`src/rtl/uart_arb_pkg.sv`:
```
// Shared types and constants for the UART transmit-path arbiter.
// Optional feature macro used by the arbiter: UART_ARB_TIMEOUT_EN.
package uart_arb_pkg;

  typedef enum logic {IDLE, BUSY} arb_state_t;

  localparam int DEF_NREQ = 4;
  localparam int DEF_DBIT = 8;

  // Width of a requester index; never narrower than one bit.
  function automatic int id_width(input int n);
    return (n > 1) ? $clog2(n) : 1;
  endfunction

endpackage

```
`src/rtl/uart_rr_pick.sv`:
```
// Round-robin selector: first set request strictly after the last-served
// index, wrapping around, so the last-served requester is tried last.
module uart_rr_pick
  import uart_arb_pkg::*;
#(
  parameter int NREQ = DEF_NREQ,
  parameter int ID_W = id_width(NREQ)
) (
  input  logic [NREQ-1:0] req,
  input  logic [ID_W-1:0] last,
  output logic [ID_W-1:0] grant,
  output logic            any
);

  logic [ID_W-1:0] idx;

  // Scan from last+1 upward with wrap; keep the first hit.
  always_comb begin
    grant = '0;
    any   = 1'b0;
    idx   = '0;
    for (int i = 1; i <= NREQ; i++) begin
      idx = ID_W'((int'(last) + i) % NREQ);
      if (!any && req[idx]) begin
        grant = idx;
        any   = 1'b1;
      end
    end
  end

endmodule

```
`src/rtl/uart_tx_arbiter.sv`:
```
// Packet-granular round-robin arbiter in front of the UART tx FIFO write port.
// A grant lasts until the granted requester transfers a byte flagged last.
// Optional mid-packet stall timeout: define UART_ARB_TIMEOUT_EN.
//
// state | meaning
// IDLE  | no grant; pick next requester round-robin, no transfer
// BUSY  | grant_id owns the FIFO write port until its last byte
module uart_tx_arbiter
  import uart_arb_pkg::*;
#(
  parameter int DBIT    = DEF_DBIT,
  parameter int NREQ    = DEF_NREQ,
  parameter int TIMEOUT = 255,
  localparam int ID_W   = id_width(NREQ)
) (
  input  logic                 clk,
  input  logic                 reset,
  input  logic [NREQ-1:0]      req_valid,
  input  logic [NREQ*DBIT-1:0] req_data,
  input  logic [NREQ-1:0]      req_last,
  output logic [NREQ-1:0]      req_ready,
  input  logic                 tx_full,
  output logic                 wr_uart,
  output logic [DBIT-1:0]      w_data,
  output logic [ID_W-1:0]      grant_id,
  output logic                 busy,
  output logic                 timeout_err
);

  // Reject configurations the index and counter widths cannot represent.
  if (NREQ < 2 || NREQ > 16 || TIMEOUT < 1) begin : g_bad_cfg
    $error("uart_tx_arbiter: NREQ must be 2..16 and TIMEOUT >= 1");
  end

  arb_state_t      state;
  logic [ID_W-1:0] last_id;
  logic [ID_W-1:0] pick_id;
  logic            pick_any;
  logic [DBIT-1:0] slice [NREQ];
  logic            cur_valid;
  logic            cur_last;
  logic            xfer;

  for (genvar i = 0; i < NREQ; i++) begin : g_slice
    assign slice[i] = req_data[i*DBIT +: DBIT];
  end

  assign busy      = (state == BUSY);
  assign cur_valid = req_valid[grant_id];
  assign cur_last  = req_last[grant_id];
  assign xfer      = busy & cur_valid & ~tx_full;

  uart_rr_pick #(.NREQ(NREQ), .ID_W(ID_W)) u_pick (
    .req   (req_valid),
    .last  (last_id),
    .grant (pick_id),
    .any   (pick_any)
  );

`ifdef UART_ARB_TIMEOUT_EN
  localparam int TO_W = $clog2(TIMEOUT + 1);
  logic [TO_W-1:0] stall_cnt;
  logic            to_pulse;
  assign timeout_err = to_pulse;
`else
  assign timeout_err = 1'b0;
`endif

  // Grant FSM: arbitrate in IDLE, hold the grant through the whole packet.
  always_ff @(posedge clk) begin
    if (reset) begin
      state    <= IDLE;
      grant_id <= '0;
      last_id  <= ID_W'(NREQ - 1);
`ifdef UART_ARB_TIMEOUT_EN
      stall_cnt <= '0;
      to_pulse  <= 1'b0;
`endif
    end else begin
`ifdef UART_ARB_TIMEOUT_EN
      to_pulse <= 1'b0;
`endif
      case (state)
        IDLE: begin
          if (pick_any) begin
            grant_id <= pick_id;
            state    <= BUSY;
`ifdef UART_ARB_TIMEOUT_EN
            stall_cnt <= '0;
`endif
          end
        end
        BUSY: begin
          if (xfer && cur_last) begin
            last_id <= grant_id;
            state   <= IDLE;
          end
`ifdef UART_ARB_TIMEOUT_EN
          // Only valid-low cycles count; tx_full back-pressure never revokes.
          if (xfer) begin
            stall_cnt <= '0;
          end else if (!cur_valid) begin
            if (stall_cnt == TO_W'(TIMEOUT - 1)) begin
              state     <= IDLE;
              last_id   <= grant_id;
              to_pulse  <= 1'b1;
              stall_cnt <= '0;
            end else begin
              stall_cnt <= stall_cnt + 1'b1;
            end
          end
`endif
        end
        default: state <= IDLE;
      endcase
    end
  end

  // Route the granted requester to the FIFO port; everything quiet when idle.
  always_comb begin
    req_ready = '0;
    wr_uart   = 1'b0;
    w_data    = '0;
    if (busy) begin
      req_ready[grant_id] = ~tx_full;
      wr_uart             = cur_valid & ~tx_full;
      w_data              = slice[grant_id];
    end
  end

endmodule

```
`config.mk`:
```
export PLATFORM = sky130hd
export DESIGN_NAME = uart_tx_arbiter
export DESIGN_NICKNAME = d
export VERILOG_FILES = /design/src/rtl/uart_arb_pkg.sv /design/src/rtl/uart_rr_pick.sv /design/src/rtl/uart_tx_arbiter.sv
export SDC_FILE = /design/constraint.sdc
export NUM_CORES = 1
export LEC_CHECK = 0
export CORE_UTILIZATION = 33
export CTS_CLUSTER_SIZE = 20
export DETAILED_ROUTE_END_ITERATION = 8
export PLACE_DENSITY = 0.9
export SKIP_LAST_GASP = 1
export SLEW_MARGIN = 20
export SYNTH_ARGS = -nofsm -noshare
export SYNTH_HDL_FRONTEND = slang
export SYNTH_SLANG_ARGS = --single-unit
export TNS_END_PERCENT = 1
```
`constraint.sdc`:
```
create_clock -name clk -period 4.3 [get_ports clk]
set_clock_uncertainty 0.15 [all_clocks]
set_input_delay 0.86 -clock clk [delete_from_list [all_inputs] [get_ports clk]]
set_output_delay 0.86 -clock clk [all_outputs]
set_load 0.02 [all_outputs]
```
==> results of run 1 <==
==> how the worst min path moves through the flow <==
stage,endpoint,start,cells after the start,slack [ns]
floorplan,last_id[0],last_id[0],2,0.40
global route,last_id[0],last_id[0],2,0.50
CTS,last_id[0],last_id[0],2,0.46
global placement,last_id[0],last_id[0],2,0.43
finish,last_id[0],last_id[0],2,0.47
detailed placement,last_id[0],last_id[0],2,0.46
==> per-stage QoR <==
step	setup WS (ns)	total power, mW
2_1_floorplan	1.71	0.131
3_3_place_gp	0.766	0.196
3_5_place_dp	0.749	0.200
4_1_cts	0.746	0.254
5_1_grt	0.601	0.270
6_report	0.744	0.252
==> report_power, final <==
group | internal, mW | switching (mW) | leakage [nW]
logic | 0.0878 | 0.0449 | 0.430
clock network | 0.0350 | 0.0186 | 0.0150
registers | 0.0502 | 0.0157 | 0.0413
total | 0.173 | 0.0793 | 0.486
==> worst min-delay path: cells and delay by family, from the launching register on <==
family        cells  cell delay [ns]
flops             1             0.37
mux               1             0.07
simple gates      1             0.13
==> metal layers <==
metal	GRT usage (%)	up-vias
li1	-	388
met1	25.6	385
met2	35.8	37
met3	11.5	2
met4	5.71	0
met5	0	-
==> layout make-up <==
type	count	area [sq um]	share of cell area, %
timing repair buffer	58	581	45.9
multi-input combinational	63	518	41.0
sequential	5	100	7.92
tap	25	31.3	2.48
clock buffer	4	26.3	2.08
inverter	2	7.51	0.594
==> synthesized netlist by cell type (2+ instances only) <==
cell and count:
buf_2 2, inv_1 2, and2_1 9, mux2i_1 4, nand2_1 6, nand2b_1 4
mux4_2 8, nor2_1 14, a21oi_1 5, dfxtp_1 5, a211oi_1 3, buf_4 2
==> kinds of logic after synthesis <==
logic type / Yosys count / synth area share, %
AND/OR/NAND/NOR: 38 / 28.8
flip-flops: 5 / 15.0
AO/OA/AOI/OAI: 10 / 9.77
other: 1 / 0.563
multiplexers: 14 / 38.7
buffers and inverters: 8 / 7.14
==> registers in the layout (all words and copies together) (netlist names) <==
name,cells
grant_id,2
last_id,2
busy,1
==> placed cells by master (no fill, tap or decap), types with 3 or more instances in the layout <==
master / instances
a211oi_1: 3
a21oi_1: 5
and2_1: 9
clkbuf_4: 3
clkdlybuf4s50_1: 58
dfxtp_1: 5
mux2i_1: 4
mux4_2: 8
nand2_1: 6
nand2b_1: 4
nor2_1: 14
==> key figures, run 1 <==
Critical path
  – Worst-path fanout max: 6
  – Worst Path Buf+Inv: 2
  – CP arrival: 2.55 ns
  – Critical Path Most Common Cell: clkdlybuf4s50_1
  – Crit-path max cell delay: just over 0.6 ns
  – Critical path origin: req_valid[2]
  – Worst reg2reg setup slack: 2.12 ns
  – Cell family with most CP delay: buffers and inverters
  – CP cell instances: clkdlybuf4s50_1, mux2i_1, mux2_2, nor2_1, clkdlybuf4s50_1
  – Crit end category: output port
  – R2r startpoint: grant_id[0]
  – Crit Path Category: in -> out
  – FF-to-FF path depth: 3
  – CP endpoint: wr_uart
  – CP max-delay cell: clkdlybuf4s50_1
  – Crit. path cell count: 5
  – Worst reg2reg path endpoint: last_id[1]
  – Worst Path Required: between 3 and 4 ns
  – Startpoint Class: input port

Yosys
  – Seq/Total Area, Yosys: 15.0%
  – Syn avg cell area: 8.76 sq um
  – Post-synth EDFFs: 0
  – Main synth FF type: dfxtp_1
  – Top cell type by total area after synthesis: mux4_2
  – Synth top area share: 27.1%
  – Netlist cell types: 24
  – Seq cells post-synth: 5
  – Top cells by area, synth: mux4_2, dfxtp_1, and2_1
  – Syn Inst Count: 76
  – Post-synthesis instance area: 666 sq um
  – Yosys Warn Count: 0
  – Synth Net Count: 119
  – Post-synth ARST share: 0%

Flow run
  – Max_cap viols: 0

STA
  – Fin crit period: ~3.6 ns
  – Fmax: between 0.2 and 0.3 GHz
  – Tcrit/Tclk final: 82.7%
  – Final setup fails: 0
  – Slew of the pin with the lowest slew margin: 0.822 ns
  – Setup TNS: 0 ns
  – Hold_ws: 0.466 ns
  – Final slew viol count: 0
  – Rel. slew slack: 45.1%
  – Final hold violation count: 0
  – RSZ-0062 raised after global routing: no

Drt
  – First-pass DRT Iterations: 4
  – Post-Route WL: 2.37 mm
  – Met3 routed WL: 325 microns
  – WL met1: ~910 microns
  – Met2 WL: 1.13 mm
  – ANT nets after route: 0
  – Via density: 5.17
  – DR top layer: met4
  – Total vias in the final route: 812
  – Wire per inst: approximately 15 microns
  – 1st-iter DRT viols: 8
  – Residual DRC: 0

Placed design
  – Detailed placement HPWL: 1.96 mm
  – IO Port Bufs: 58
  – Placed cells: 153
  – Routability cong.: about 0.86
  – Post-place instance area: between 1000 and 1500 sq um

Floorplanning
  – DIE WIDTH: 46.9 microns
  – Num ports: 60
  – Area of the core: 1800 sq um
  – Die ar.: around 2200 sq um
  – Initial Util: around 37%
  – Die Ht: 46.9 microns
  – Row count: 15

Finish
  – # diodes: 0
  – Cell area after layout: 1260 sq um
  – Synthesis-to-layout area growth: 89.8%
  – # nets final: 176
  – Core Util, Final: 70.1%
  – Fillers: 137
  – Fin cells: ~160
  – Ratio of cells with drive above 1 in the final layout: under 10%

GRT
  – Largest net degree at the start of global routing: 19
  – Final global-route overflow total: 0
  – First-pass GRT wire length: 3.44 mm
  – Initial antenna violation count: 0
  – GRT Overall Usage: roughly 22%
  – Vias in the first global route: 778

Min path
  – Worst Hold Class: reg -> reg

Status
  – Status: completed

Clocking
  – Clk slew on worst S/H paths: approximately 0.040 ns
  – Postcts setup bufs: 0
  – CTS root buf: clkbuf_4
  – Hold buffer count at CTS: 0
  – Clock sink count: 5
  – Cts repair resizes: 0
  – CTS Buffer Depth: 2
  – H-tree depth: 1
  – CTS Buf Count: 3
  – Worst-Skew Late Latency: 0.24 ns
  – CTS tree: built

Pwr
  – LEAKAGE: 0.486 nW
  – PD cells: 200 nW/um^2
  – Peak VDD IR: ~240 uV
No activity file was read; power rests on OpenSTA's default activity.
==> run 2, diff against run 1 <==
--- a/config.mk
+++ b/config.mk
@@ -5,10 +5,10 @@
 export SDC_FILE = /design/constraint.sdc
 export NUM_CORES = 1
 export LEC_CHECK = 0
-export CORE_UTILIZATION = 33
+export CORE_UTILIZATION = 28
 export CTS_CLUSTER_SIZE = 20
 export DETAILED_ROUTE_END_ITERATION = 8
-export PLACE_DENSITY = 0.9
+export PLACE_DENSITY = 0.82
 export SKIP_LAST_GASP = 1
 export SLEW_MARGIN = 20
 export SYNTH_ARGS = -nofsm -noshare
==> constraint.sdc (replaced) <==
create_clock -name clk -period 2.9 [get_ports clk]
set_clock_uncertainty 0.15 [all_clocks]
set_input_delay 0.58 -clock clk [delete_from_list [all_inputs] [get_ports clk]]
set_output_delay 0.58 -clock clk [all_outputs]
set_load 0.02 [all_outputs]
==> run 2 against run 1 <==
Compared with the run above:
- clock power rose by 49%
- count of clock-buffer cells in the layout stayed put
- highest routed layer unchanged
- combinational power grew 66%
- sequential power up 27%
- via count rose by 2.2%
- critical path depth decreased by 1
- sequential share of layout area shrank 0.39 points
- critical path type unchanged
- first-iteration DRC count increased by 75%
- setup slack got worse by 0.74 ns
==> key figures, run 2 (synthesized netlist as in run 1, its figures left out) <==
Critical path
  – Worst Path Required: 2.17 ns (was 3.29 ns)
  – Crit-path max cell delay: 0.54 ns (was 0.62 ns)
  – Crit end category: output port (unchanged)
  – CP cell instances: clkdlybuf4s50_1, mux4_2, and2_1, clkdlybuf4s50_1 (was clkdlybuf4s50_1, mux2i_1, mux2_2, nor2_1, clkdlybuf4s50_1)
  – Worst reg2reg path endpoint: last_id[1] (unchanged)
  – Crit Path Category: in -> out (unchanged)
  – FF-to-FF path depth: 4 (was 3)
  – R2r startpoint: grant_id[0] (unchanged)
  – CP max-delay cell: clkdlybuf4s50_1 (unchanged)
  – Startpoint Class: input port (unchanged)
  – CP arrival: 2.16 ns (was 2.55 ns)
  – Critical Path Most Common Cell: clkdlybuf4s50_1 (unchanged)
  – Worst reg2reg setup slack: 1.13 ns (was 2.12 ns)
  – Worst-path fanout max: 1 (was 6)

GRT
  – Largest net degree at the start of global routing: 13 (was 19)
  – GRT Overall Usage: 18.4% (was 22.0%)
  – Final global-route overflow total: 0 (unchanged)
  – First-pass GRT wire length: 3.42 mm (was 3.44 mm)
  – Vias in the first global route: 752 (was 778)
  – Initial antenna violation count: 0 (unchanged)

STA
  – Final worst setup slack: 0.00751 ns (was 0.744 ns)
  – RSZ-0062 raised after global routing: yes (was no)
  – Final hold violation count: 0 (unchanged)
  – Final setup fails: 0 (unchanged)
  – Hold_ws: 0.447 ns (was 0.466 ns)
  – Fmax: between 0.3 and 0.4 GHz
  – Fin crit period: 2.89 ns
  – Tcrit/Tclk final: 99.7%
  – Final slew viol count: 0 (unchanged)

Floorplanning
  – Num ports: 60 (unchanged)
  – Row count: 17 (was 15)
  – Die ar.: 2580 sq um (was 2200 sq um)
  – Die Ht: 50.8 microns (was 46.9 microns)
  – Initial Util: 29.8% (was 36.9%)
  – DIE WIDTH: 50.8 microns (was 46.9 microns)
  – Area of the core: 2230 sq um (was 1800 sq um)

Min path
  – Hold Crit Depth: 2 (unchanged)
  – Hold Path End: last_id[0] (unchanged)
  – Hold path start: last_id[0] (unchanged)
  – Worst Hold Class: reg -> reg (unchanged)

Placed design
  – Pre-CTS setup slack: 0.00578 ns (was 0.749 ns)
  – Routability cong.: 0.724 (was 0.865)
  – Detailed placement HPWL: 1.96 mm (about the same)
  – Placed cells: 164 (was 153)
  – IO Port Bufs: 58 (unchanged)
  – Post-place instance area: 1300 sq um (was 1240 sq um)

Status
  – Status: completed (unchanged)

Clocking
  – CTS Buf Count: 3 (unchanged)
  – H-tree depth: 1 (unchanged)
  – Clock sink count: 5 (unchanged)
  – Worst-Skew Late Latency: 0.24 ns (about the same)
  – CTS tree: built (unchanged)
  – CTS root buf: clkbuf_4 (unchanged)
  – CTS Buffer Depth: 2 (unchanged)
  – Postcts setup bufs: 0 (unchanged)
  – Clk slew on worst S/H paths: 0.04 ns (about the same)

Pwr
  – Peak VDD IR: 173 uV (was 241 uV)
  – PD cells: 290 nW/um^2 (was 200 nW/um^2)
  – Total power: 0.385 mW (was 0.252 mW)
  – LEAKAGE: 0.541 nW (was 0.486 nW)

Drt
  – 1st-iter DRT viols: 14 (was 8)
  – First-pass DRT Iterations: 4 (unchanged)
  – Total vias in the final route: 830 (was 812)
  – Via density: 4.94 (was 5.17)
  – Residual DRC: 0 (unchanged)
  – ANT nets after route: 0 (unchanged)
  – Post-Route WL: 2.26 mm (was 2.37 mm)
  – Wire per inst: 13.5 microns (was 15.1 microns)

Finish
  – # nets final: 184 (was 176)
  – Commonest non-fill, non-tap cell in the layout: clkdlybuf4s50_1 (unchanged)
  – # diodes: 0 (unchanged)
  – Fin cells: 168 (was 157)
  – Cell area after layout: 1330 sq um (was 1260 sq um)
  – Commonest non-fill, non-tap cells in the layout: clkdlybuf4s50_1, nor2_1, and2_1 (unchanged)
  – Synthesis-to-layout area growth: 99.8% (was 89.8%)
  – Ratio of cells with drive above 1 in the final layout: 15.0% (was 9.85%)

Flow run
  – Max_cap viols: 0 (unchanged)
==> run 2: worst max-delay path, delay by kind of cell <==
kind | cells | cell delay (ns)
AND/OR/NAND/NOR | 1 | 0.17
buffers and inverters | 2 | 0.95
multiplexers | 1 | 0.46
==> run 2: how the worst max path moves through the flow <==
stage                            start         to  slack (ns)  cells past startpoint
after global routing      req_valid[2]    wr_uart       -0.02                      5
after floorplan            grant_id[0]  w_data[3]        0.59                      4
after CTS                 req_data[31]  w_data[7]      0.0004                      4
after global placement    req_data[31]  w_data[7]        0.01                      4
final                     req_data[31]  w_data[7]       0.008                      4
after detailed placement  req_data[31]  w_data[7]       0.006                      4
==> run 2: power breakdown <==
part	switching, mW	internal (mW)
sequential	0.00938	0.0745
combinational	0.0817	0.140
clock	0.0282	0.0520
total	0.119	0.266
==> run 2: area by class of cell <==
class,count,area (sq um)
multi-input combinational,63,518
clock buffer,4,26.3
fill,193,903
tap,28,35.0
inverter,2,7.51
sequential,5,100
timing repair buffer,66,643
==> run 2: timing repair <==
item | CTS | global route
setup endpoints to repair | 0 | 6
gates resized for setup | 0 | 1
hold buffers | 0 | 0
==> run 2: routing by layer <==
layer | share of wire [%] | vias to the layer above | track usage, %
met1 | 36 | 382 | 18.6
met2 | 53 | 44 | 34.2
met4 | 0.93 | 0 | 6.02
li1 | - | 402 | -
met5 | 0 | - | 0
met3 | 9.5 | 2 | 6.97
==> run 2: through the flow <==
stage	util (%)	TNS [ns]
after floorplan	-	0
after global placement	58.3	0
after detailed placement	58.3	0
after CTS	59.4	0
after global routing	59.6	-0.0382
final	59.6	0
==> run 3, diff against run 2 <==
--- a/config.mk
+++ b/config.mk
@@ -5,10 +5,10 @@
 export SDC_FILE = /design/constraint.sdc
 export NUM_CORES = 1
 export LEC_CHECK = 0
-export CORE_UTILIZATION = 28
+export CORE_UTILIZATION = 33
 export CTS_CLUSTER_SIZE = 20
 export DETAILED_ROUTE_END_ITERATION = 8
-export PLACE_DENSITY = 0.82
+export PLACE_DENSITY = 0.9
 export SKIP_LAST_GASP = 1
 export SLEW_MARGIN = 20
 export SYNTH_ARGS = -nofsm -noshare
==> constraint.sdc (replaced) <==
create_clock -name clk -period 3.6 [get_ports clk]
set_clock_uncertainty 0.15 [all_clocks]
set_input_delay 0.72 -clock clk [delete_from_list [all_inputs] [get_ports clk]]
set_output_delay 0.72 -clock clk [all_outputs]
set_load 0.02 [all_outputs]
==> run 3 against run 2 <==
Compared with the run above:
- critical path depth increased by 1
- utilization rose by 11 points
- setup slack better by 0.30 ns
- count of clock-buffer cells in the layout unchanged
- sequential cell count unchanged
- critical endpoint is now wr_uart
- first-iteration DRC count increased by 7.1%
- non-clock buffer count fell by 6
- cell area fell by 3.9%
- largest cell class unchanged
- die area down 15%
- highest routed layer unchanged
- clock power shrank 12%
==> key figures, run 3 (synthesized netlist as in run 1, its figures left out) <==
Critical path
  – Crit end category: output port (unchanged)
  – Worst Path Required: 2.73 ns (was 2.17 ns)
  – Crit Path Category: in -> out (unchanged)
  – Critical path origin: req_valid[3] (was req_data[31])
  – CP cell instances: clkdlybuf4s50_1, mux2i_1, mux2_2, nor2_1, clkdlybuf4s50_1 (was clkdlybuf4s50_1, mux4_2, and2_1, clkdlybuf4s50_1)
  – Worst-path fanout max: 7 (was 1)
  – Crit-path max cell delay: 0.61 ns (was 0.54 ns)
  – CP max-delay cell: clkdlybuf4s50_1 (unchanged)
  – Startpoint Class: input port (unchanged)
  – CP arrival: 2.42 ns (was 2.16 ns)
  – Worst Path Buf+Inv: 2 (unchanged)
  – Cell family with most CP delay: buffers and inverters (unchanged)
  – Critical Path Most Common Cell: clkdlybuf4s50_1 (unchanged)
  – R2r startpoint: grant_id[0] (unchanged)

STA
  – Setup TNS: 0 ns (unchanged)
  – Final hold violation count: 0 (unchanged)
  – Tcrit/Tclk final: between 90% and 100%
  – Final slew viol count: 0 (unchanged)
  – Hold_ws: 0.469 ns (was 0.447 ns)
  – Fin crit period: ~3.3 ns
  – RSZ-0062 raised after global routing: no (was yes)
  – Final setup fails: 0 (unchanged)
  – Fmax: just over 0.3 GHz

Clocking
  – CTS root buf: clkbuf_4 (unchanged)
  – Cts repair resizes: 0 (unchanged)
  – Hold buffer count at CTS: 0 (unchanged)
  – CTS Buf Count: 3 (unchanged)
  – H-tree depth: 1 (unchanged)
  – Worst-Skew Late Latency: 0.25 ns (was 0.24 ns)
  – CTS Buffer Depth: 2 (unchanged)
  – CTS tree: built (unchanged)
  – Clock sink count: 5 (unchanged)
  – Postcts setup bufs: 0 (unchanged)
  – Clk slew on worst S/H paths: 0.05 ns (was 0.04 ns)

Flow run
  – Max_cap viols: 0 (unchanged)

Drt
  – Met2 WL: 1.24 mm (was 1.20 mm)
  – Wire per inst: 16.4 microns (was 13.5 microns)
  – Via density: 5.24 (was 4.94)
  – Post-Route WL: 2.61 mm (was 2.26 mm)
  – Total vias in the final route: 833 (was 830)
  – DR top layer: met4 (unchanged)
  – Residual DRC: 0 (unchanged)
  – WL met1: 945 microns (was 824 microns)
  – Met3 routed WL: 350 microns (was 214 microns)
  – ANT nets after route: 0 (unchanged)
  – First-pass DRT Iterations: 4 (unchanged)
  – 1st-iter DRT viols: 15 (was 14)

Floorplanning
  – Die ar.: 2200 sq um (was 2580 sq um)
  – DIE WIDTH: 46.9 microns (was 50.8 microns)
  – Die Ht: 46.9 microns (was 50.8 microns)
  – Initial Util: 36.9% (was 29.8%)
  – Num ports: 60 (unchanged)
  – Area of the core: 1800 sq um (was 2230 sq um)
  – Row count: 15 (was 17)

Min path
  – Worst Hold Class: reg -> reg (unchanged)
  – Hold path start: last_id[1] (was last_id[0])

Placed design
  – Routability cong.: 0.848 (was 0.724)
  – Detailed placement HPWL: 2.12 mm (was 1.96 mm)
  – IO Port Bufs: 58 (unchanged)

Pwr
  – Peak VDD IR: 176 uV (was 173 uV)
  – LEAKAGE: 0.497 nW (was 0.541 nW)
  – Total power: 0.313 mW (was 0.385 mW)
  – PD cells: 244 nW/um^2 (was 290 nW/um^2)

Finish
  – Synthesis-to-layout area growth: 92.1% (was 99.8%)
  – # nets final: 178 (was 184)
  – Fillers: 136 (was 193)
  – Commonest non-fill, non-tap cell in the layout: clkdlybuf4s50_1 (unchanged)
  – Commonest non-fill, non-tap cells in the layout: clkdlybuf4s50_1, nor2_1, and2_1 (unchanged)
  – Ratio of cells with drive above 1 in the final layout: 11.2% (was 15.0%)
  – # diodes: 0 (unchanged)

Status
  – Status: completed (unchanged)

GRT
  – Vias in the first global route: 817 (was 752)
  – Final global-route overflow total: 0 (unchanged)
  – GRT Overall Usage: 24.5% (was 18.4%)
  – Largest net degree at the start of global routing: 14 (was 13)
  – First-pass GRT wire length: 3.72 mm (was 3.42 mm)
  – Initial antenna violation count: 0 (unchanged)
-- run 3: changes by cell type in the layout (fill, tap and decap cells not counted) --
cell / change
buf_4: -6
clkdlybuf4s50_1: +1
dlymetal6s2s_1: -1
-- run 3: final cells by class --
| class | instances | area (sq um) | share of cell area [%] |
|---|---|---|---|
| inverter | 2 | 7.51 | 0.587 |
| tap | 25 | 31.3 | 2.45 |
| clock buffer | 4 | 26.3 | 2.05 |
| multi-input combinational | 63 | 518 | 40.5 |
| sequential | 5 | 100 | 7.83 |
| timing repair buffer | 60 | 596 | 46.6 |
-- run 3: path summary, 6_finish.rpt --
check / end / slack [ns] / cells after the start
worst min register to register: last_id[1] / 0.47 / 2
worst min-delay path: last_id[1] / 0.47 / 2
worst max register to register: last_id[1] / 1.81 / 3
worst max-delay path: wr_uart / 0.31 / 5
-- run 3: routing by layer --
layer	vias up	track usage (%)
met2	48	44.7
met1	387	25.2
met5	-	0
met3	9	6.92
li1	389	-
met4	0	13.1
-- run 3: report_power, final --
part,leakage [nW],switching [mW],internal (mW)
Combinational,0.441,0.0644,0.107
Clock,0.0150,0.0282,0.0422
Sequential,0.0413,0.0104,0.0599
Total,0.497,0.103,0.210
-- run 3: through the flow --
step | cells | utilization, % | area, sq um | worst slack, ns
2_1_floorplan | 76 | - | 666 | 1.15
3_3_place_gp | 155 | 69.5 | 1250 | 0.373
6_report | 159 | 71.0 | 1280 | 0.309
3_5_place_dp | 155 | 69.5 | 1250 | 0.324
5_1_grt | 159 | 71.0 | 1280 | 0.222
4_1_cts | 159 | 71.0 | 1280 | 0.323
-- run 3: worst min-delay path, stage by stage (launching register included) --
cell	delay (ns)
dfxtp_1	0.37
nor2_1	0.12
mux2i_1	0.07
